<file path="config.mk">
export PLATFORM = sky130hd
export DESIGN_NAME = pc_sequencer
export DESIGN_NICKNAME = d
export VERILOG_FILES = /design/src/rtl/pc_sequencer.sv
export SDC_FILE = /design/constraint.sdc
export NUM_CORES = 1
export LEC_CHECK = 0
export ABC_AREA = 1
export BUFFER_PORTS_ARGS = -buffer_cell sky130_fd_sc_hd__buf_2
export CAP_MARGIN = 20
export CORE_ASPECT_RATIO = 0.7
export CORE_MARGIN = 3
export CORE_UTILIZATION = 45
export DETAILED_ROUTE_END_ITERATION = 8
export MAX_ROUTING_LAYER = met4
export PLACE_DENSITY = 0.77
export SLEW_MARGIN = 30
export SYNTH_ARGS = -nofsm -noshare
export SYNTH_HDL_FRONTEND = slang
export SYNTH_SLANG_ARGS = --single-unit
</file>
<file path="constraint.sdc">
create_clock -name clk -period 1.75 [get_ports clk]
set_clock_uncertainty 0.1 [all_clocks]
set_input_delay 0.35 -clock clk [delete_from_list [all_inputs] [get_ports clk]]
set_output_delay 0.35 -clock clk [all_outputs]
set_load 0.005 [all_outputs]
</file>
<file path="src/rtl/pc_sequencer.sv">
// Program-counter sequencer: boots, fetches sequentially, takes redirects with a one-cycle bubble, and halts.
// Optional build macro PC_ALIGN_CHECK_EN: misaligned redirect targets trap to TRAP_VECTOR and pulse misalign.
module pc_sequencer #(
    parameter logic [31:0] RESET_VECTOR = 32'h0000_0000,
    parameter logic [31:0] TRAP_VECTOR  = 32'h0000_0100
) (
    input  logic        clk,
    input  logic        rst,
    input  logic        fetch_ready,
    input  logic        stall,
    input  logic        redirect_valid,
    input  logic [31:0] redirect_target,
    input  logic        halt,
    output logic [31:0] pc_out,
    output logic        fetch_valid,
    output logic [31:0] fetch_count,
    output logic        misalign
);

    typedef enum logic [1:0] {
        ST_BOOT,
        ST_RUN,
        ST_REDIRECT,
        ST_HALT
    } state_t;

    state_t      r_state;
    state_t      w_state_next;
    logic [31:0] r_pc;
    logic [31:0] w_pc_next;
    logic [31:0] r_count;
    logic [31:0] w_count_next;
    logic        w_fetch_valid;
    logic        w_accept;
    logic        w_redirect_take;
    logic [31:0] w_redirect_pc;
    logic        w_target_misaligned;

`ifdef PC_ALIGN_CHECK_EN
    logic r_misalign;
    logic w_unused_cfg;

    assign w_target_misaligned = |redirect_target[1:0];
    assign w_redirect_pc       = w_target_misaligned ? TRAP_VECTOR : redirect_target;
    assign w_unused_cfg        = 1'b0;
`else
    logic w_unused_cfg;

    // Low target bits are dropped, so the trap vector has no use in this build.
    assign w_target_misaligned = 1'b0;
    assign w_redirect_pc       = {redirect_target[31:2], 2'b00};
    assign w_unused_cfg        = ^{redirect_target[1:0], TRAP_VECTOR};
`endif

    // Redirect outranks halt, halt outranks stall, stall outranks a fetch accept.
    always_comb begin
        w_state_next    = r_state;
        w_pc_next       = r_pc;
        w_count_next    = r_count;
        w_redirect_take = 1'b0;
        w_accept        = 1'b0;
        w_fetch_valid   = (r_state == ST_RUN);

        case (r_state)
            ST_BOOT: begin
                w_state_next = ST_RUN;
            end
            ST_RUN: begin
                if (redirect_valid) begin
                    w_redirect_take = 1'b1;
                end else if (halt) begin
                    w_state_next = ST_HALT;
                end else if (fetch_ready && !stall) begin
                    w_accept = 1'b1;
                end
            end
            ST_REDIRECT: begin
                if (redirect_valid) begin
                    w_redirect_take = 1'b1;
                end else if (halt) begin
                    w_state_next = ST_HALT;
                end else begin
                    w_state_next = ST_RUN;
                end
            end
            ST_HALT: begin
                if (redirect_valid) begin
                    w_redirect_take = 1'b1;
                end
            end
            default: begin
                w_state_next = ST_BOOT;
            end
        endcase

        if (w_redirect_take) begin
            w_state_next = ST_REDIRECT;
            w_pc_next    = w_redirect_pc;
        end else if (w_accept) begin
            w_pc_next    = r_pc + 32'd4;
            w_count_next = r_count + 32'd1;
        end
    end

    always_ff @(posedge clk or negedge rst) begin
        if (!rst) begin
            r_state <= ST_BOOT;
            r_pc    <= RESET_VECTOR;
            r_count <= 32'd0;
        end else begin
            r_state <= w_state_next;
            r_pc    <= w_pc_next;
            r_count <= w_count_next;
        end
    end

`ifdef PC_ALIGN_CHECK_EN
    // Pulse lines up with the cycle pc_out first shows TRAP_VECTOR.
    always_ff @(posedge clk or negedge rst) begin
        if (!rst) begin
            r_misalign <= 1'b0;
        end else begin
            r_misalign <= w_redirect_take && w_target_misaligned;
        end
    end

    assign misalign = r_misalign;
`else
    assign misalign = w_target_misaligned;
`endif

    assign pc_out      = r_pc;
    assign fetch_count = r_count;
    assign fetch_valid = w_fetch_valid;

endmodule
</file>
==> results.cfg, run 1 <==
[synth]
synth-simple-area-share_pct = 46.1
synth-edff-count = 0
synth_mux_area_share_pct = 0
synth.top_cell.area_share_pct = 35.2
avgSynthCellArea_sq_um = 6.51
async_flop_share_pct = 100
synth_seq_cells = 64
synth_area_leaders = dfrtp_1 (35%), nand2_1 (23%), nor2_1 (10%), nand3_1 (4.4%), inv_1 (4.2%)
synth.most_common_cell = nand2_1
synth_area_sq_um = 4550
ys_warn_count = 0
synth_ff_type = dfrtp_1
syn_inst = 700
synth_xor_area_share_pct = 4.42
synth_cell_types = 35
synth.top_cells.by_count = nand2_1 (275), nor2_1 (123), dfrtp_1 (64)
synth-compound-area-share_pct = 5.71
synth_top_family_by_area = simple AND/OR/NAND/NOR gates
synthAdderAreaFrac_pct = 1.37
synth.largest_area_cell = dfrtp_1
yosysSeqAreaShare_pct = 35.2

[grt]
grt_antenna_before_repair = 0
grt_max_degree = 65
grt_pass1_wl_um = 21300
grt_pass1_vias = 4237
grt_use_total_pct = 23.5
overflow = 0

[power]
p_leak_uw = 0.00294
ir_worst_vdd_mv = 0.630
cellPowerDensity_nw_per_um2 = 1380

[cells_and_area]
nets = 875
drive_above_1_share_pct = 27.5
diodes = 0
fin_util_pct = 62.0
syn_to_final_growth_pct = 32.9

[clocking]
cts_buffer_depth = 2
htreeDepth = 3
clk-insertion-delay-late_ps = 340
cts.sinks = 64
numCtsBuffers = 9
path_clk_slew_ps = 60
cts-root-buf = clkbuf_16
tritoncts = built

[routing]
routed_wl_um = 13900
routed-via-count = 4926
drc_errors = 0
drtPass1Iterations = 6
drtAntennaViolNets = 0
drtIter0Drc = 608
avgViaCountPerCell = 5.10
wl_per_cell_um = 14.4

[place]
place.gp.congestion = 0.915
place_hpwl_um = 9570
portBuffers = 98

[critical_path]
max_stage_delay_ps = 430
slowest_stage = dfrtp_1
crit_fanout = 8
worstSetupEndpointType = register
worstPathCellList = inv_2 -> ha_2 -> inv_2 -> nand2_4 -> inv_2 -> nor2_4 -> clkbuf_16 -> nor2_1 -> nand2_1 -> nand2_1
worstPathArrival_ps = 1920
r2r_start = r_state[0]$_DFFE_PN0P_
cp-start-kind = register
worstPathRequired_ps = 1880
rrSetupSlack_ps = -40
cp-startpoint = r_state[0]$_DFFE_PN0P_
crit_path_frequent_cell = inv_2
path_class = register to register

[die]
pin_count = 104
dieArea_sq_um = 11400
start_util_pct = 46.7
fp.dieW_um = 126
rows = 30
core_area_sq_um = 9760
die_y_um = 90.2

[status]
status = complete, but fails checks
violations = setup timing

[timing]
hold_ws_ps = 149
drv_slew = 0
rsz0062_at_grt = yes
period_needed_ps = 1790
layout_setup_ws_ps = -44.8
period_share_pct = 103
fmax_mhz = 557
finalHoldViolations = 0
setup_violations = 9

[min_path]
min_from = redirect_target[2]
hold_path.class = input port to register

[job]
drv_cap = 0
-- final cells by class --
| class | count | area [sq um] |
|---|---|---|
| flip-flops and latches | 64 | 1600 |
| clock buffers | 10 | 229 |
| multi-input cells | 565 | 2830 |
| inverters | 54 | 205 |
| clock inverters | 6 | 108 |
| well taps | 128 | 160 |
| fillers | 870 | 3710 |
| repair buffers | 138 | 912 |
-- per-stage QoR --
step           setup TNS (ps)  total power [uW]  instances  setup slack (ps)  cell area [sq um]
2_1_floorplan               0              4430        702              34.8               4560
5_1_grt                 -2170              8970        965              -122               6050
6_report                 -274              8370        965             -44.8               6050
3_5_place_dp             -182              5700        937             -45.7               5340
4_1_cts                     0              7840        957              14.3               5730
3_3_place_gp            -1.12              5640        937             -1.12               5340
-- layout by cell type, fill, tap and decap left out, types with 11 or more instances in the layout --
| cell type | synthesis | layout |
|---|---|---|
| nand2_1 | 275 | 266 |
| nor2_1 | 123 | 104 |
| buf_2 | 8 | 98 |
| dfrtp_1 | 64 | 62 |
| inv_1 | 51 | 47 |
| nand3_1 | 40 | 37 |
| buf_4 | 3 | 30 |
| nor2_4 | 10 | 22 |
| o21ai_0 | 25 | 19 |
| nor2_2 | 9 | 16 |
| clkbuf_16 | 0 | 13 |
| xor2_1 | 12 | 12 |
| nand2_2 | 6 | 11 |
| xnor2_1 | 11 | 11 |
-- flip-flops by register name (all words and copies together) (netlist names) --
signal and cells:
fetch_count 32, pc_out 30, r_state 2
-- cells by family after synthesis --
group | count (synthesis)
and+or+nand+nor | 487
buffers and inverters | 73
DFF | 64
AOI/OAI and AO/OA | 47
xor gates and xnor gates | 23
adders and majority gates | 5
other | 1
-- final timing paths --
| check | to | depth (start not counted) |
|---|---|---|
| min in group asynchronous | pc_out[29]$_DFFE_PN0P_ | 3 |
| max in group asynchronous | fetch_count[20]$_DFFE_PN0P_ | 3 |
| worst max register to register | pc_out[26]$_DFFE_PN0P_ | 10 |
| worst min register to register | fetch_count[10]$_DFFE_PN0P_ | 1 |
| worst max-delay path | pc_out[26]$_DFFE_PN0P_ | 10 |
| worst min-delay path | pc_out[2]$_DFFE_PN0P_ | 3 |
-- critical path: cells and delay by family, from the launching register on --
kind          cells  cell delay (ps)
simple gates      5              520
buf+inv           4              450
fa+ha+maj         1              180
flops             1              430
-- layer usage --
metal,vias up,global-route usage [%],routed length [um]
met5,-,-,0
met4,0,5.18,188
met3,23,5.82,1410
met2,234,31.0,5610
met1,2226,35.9,6670
li1,2443,-,-
-- report_power, final --
group	leakage, uW	internal, uW	switching, uW
Combinational	0.00198	1590	2010
Clock	0.000162	1390	684
Sequential	0.000797	1980	721
-- what timing repair did --
item,CTS,global route
hold endpoints to repair,64,0
setup buffers,3,3
setup endpoints to repair,23,53
hold buffers,1,0
pin swaps,2,11
cloned,0,5
gates resized for setup,6,64
No activity file was read; power rests on OpenSTA's default activity.
==> run 2: changes to the inputs <==
--- a/config.mk
+++ b/config.mk
@@ -14,6 +14,7 @@
 export DETAILED_ROUTE_END_ITERATION = 8
 export MAX_ROUTING_LAYER = met4
 export PLACE_DENSITY = 0.77
+export SKIP_LAST_GASP = 1
 export SLEW_MARGIN = 30
 export SYNTH_ARGS = -nofsm -noshare
 export SYNTH_HDL_FRONTEND = slang
==> run 2 against run 1 <==
  * Wire length is 3.9% lower
  * The flow still finishes with violations (setup timing)
  * Highest routed layer unchanged
  * Largest cell class unchanged
  * Die area stayed put
  * Sequential share of layout area is 0.51 points higher
  * Design area is 2.0% lower
  * Total power is 3.9% lower
  * Setup slack better by 26 ps
  * Sequential power hardly changed
==> results.cfg, run 2 (synthesis results as in run 1) <==
[clocking]
cts-root-buf = clkbuf_16
htreeDepth = 3
tritoncts = built
numCtsBuffers = 9
cts.sinks = 64
cts_buffer_depth = 2
path_clk_slew_ps = 60
clk-insertion-delay-late_ps = 330

[critical_path]
r2r_start = r_state[1]$_DFFE_PN0P_
worstSetupEndpointType = register
path_class = register to register
rrSetupSlack_ps = -20
cp-start-kind = register
r2r_cells = 10
reg2reg_to = pc_out[16]$_DFFE_PN0P_
worstPathArrival_ps = 1890
crit_fanout = 33
worstPathRequired_ps = 1870

[cells_and_area]
final_common_cell = nand2_1
fin_util_pct = 60.8
diodes = 0
mostFrequentLayoutCells = nand2_1 (273), nor2_1 (107), buf_2 (98)
largest_reg_flops = 32
nets = 870
syn_to_final_growth_pct = 30.2
nFillCells = 897
multiInputGateArea_sq_um = 2790
seq_area_sq_um = 1600
drive_above_1_share_pct = 25.2

[min_path]
whs_path_depth = 3
hold_path.class = input port to register
whs_endpoint = pc_out[2]$_DFFE_PN0P_
min_from = redirect_target[2]

[power]
p_total_uw = 8050
ir_worst_vdd_mv = 0.618
cellPowerDensity_nw_per_um2 = 1360
p_leak_uw = 0.00291

[timing]
tns_ps = -22.9
setup_violations = 2
drv_slew = 0
period_needed_ps = 1770
fmax_mhz = 565
finalHoldViolations = 0
rsz0062_at_grt = yes
period_share_pct = 101
layout_setup_ws_ps = -18.6

[die]
die_y_um = 90.2
pin_count = 104
fp.dieW_um = 126
rows = 30
start_util_pct = 46.7
core_area_sq_um = 9760
dieArea_sq_um = 11400

[routing]
wl_per_cell_um = 13.9
routed-via-count = 4852
drtAntennaViolNets = 0
routed_wl_um = 13300
drtIter0Drc = 565
drc_errors = 0
drtPass1Iterations = 5
avgViaCountPerCell = 5.05

[grt]
overflow = 0
grt_max_degree = 65
grt-busiest-layer = met1
grt_use_total_pct = 23.5
grt_pass1_wl_um = 21300
grt_antenna_before_repair = 0
grt_use_met2_pct = 31.1
grt_use_met1_pct = 35.9
met3_usage_pct = 5.82
grt_pass1_vias = 4245

[place]
place.gp.congestion = 0.915
place_hpwl_um = 9570
pre_cts_ws_ps = -45.7
portBuffers = 98

[status]
violations = setup timing
status = complete, but fails checks

[job]
drv_cap = 0
-- run 2: cell count changes in the layout (fill, tap and decap cells not counted), moves of 5 or more --
cell,delta
nor2_4,-6
nand2_1,+7
nand2_2,-6
buf_4,-5
-- run 2: timing repair --
| action | CTS | global route |
|---|---|---|
| endpoints found under the hold margin | 64 | 0 |
| hold buffers | 1 | 0 |
| cloned | 0 | 1 |
| resized for setup | 5 | 46 |
| endpoints found under the setup margin | 23 | 58 |
| pin swaps | 2 | 6 |
| setup buffers | 3 | 2 |
-- run 2: how the worst max path moves through the flow --
stage | from | endpoint | slack, ps | cells after the start
6_report | r_state[1]$_DFFE_PN0P_ | pc_out[16]$_DFFE_PN0P_ | -20 | 10
2_1_floorplan | r_state[1]$_DFFE_PN0P_ | pc_out[13]$_DFFE_PN0P_ | 30 | 10
3_3_place_gp | r_state[1]$_DFFE_PN0P_ | pc_out[16]$_DFFE_PN0P_ | -1 | 10
4_1_cts | r_state[1]$_DFFE_PN0P_ | fetch_count[18]$_DFFE_PN0P_ | -30 | 11
5_1_grt | r_state[1]$_DFFE_PN0P_ | pc_out[31]$_DFFE_PN0P_ | -120 | 11
3_5_place_dp | r_state[1]$_DFFE_PN0P_ | fetch_count[18]$_DFFE_PN0P_ | -50 | 11
-- run 2: metrics by stage --
step	cell area, sq um	hold WS [ps]	cells
2_1_floorplan	4560	-45.6	702
3_3_place_gp	5340	295	937
3_5_place_dp	5340	299	937
4_1_cts	5720	149	957
5_1_grt	5930	186	960
6_report	5930	152	960
-- run 2: area by class of cell --
cell class	count	area share, %
multi-input combinational	565	47.1
sequential	64	27.0
timing repair buffer	133	14.1
clock buffer	10	3.86
inverter	54	3.46
tap	128	2.70
clock inverter	6	1.81
-- run 2: layer usage --
metal | share of wire, % | vias up | routed length (um)
li1 | - | 2435 | -
met1 | 50 | 2204 | 6660
met2 | 41 | 196 | 5460
met3 | 8.1 | 17 | 1070
met4 | 1.1 | 0 | 142
met5 | 0 | - | 0
-- run 2: critical path, stage by stage, from the launching register on --
cell,delay (ps)
dfrtp_1,380
inv_2,80
ha_4,140
inv_4,40
nor2_4,160
nand2_4,80
nor2_8,220
nor2_4,60
buf_12,160
o21bai_1,150
nor2_1,60
-- run 2: where the power goes --
group	switching, uW	total [uW]	leakage (uW)	internal (uW)
clock	685	2070	0.000162	1390
sequential	694	2670	0.000799	1970
combinational	1880	3310	0.00195	1430
total	3260	8050	0.00291	4780
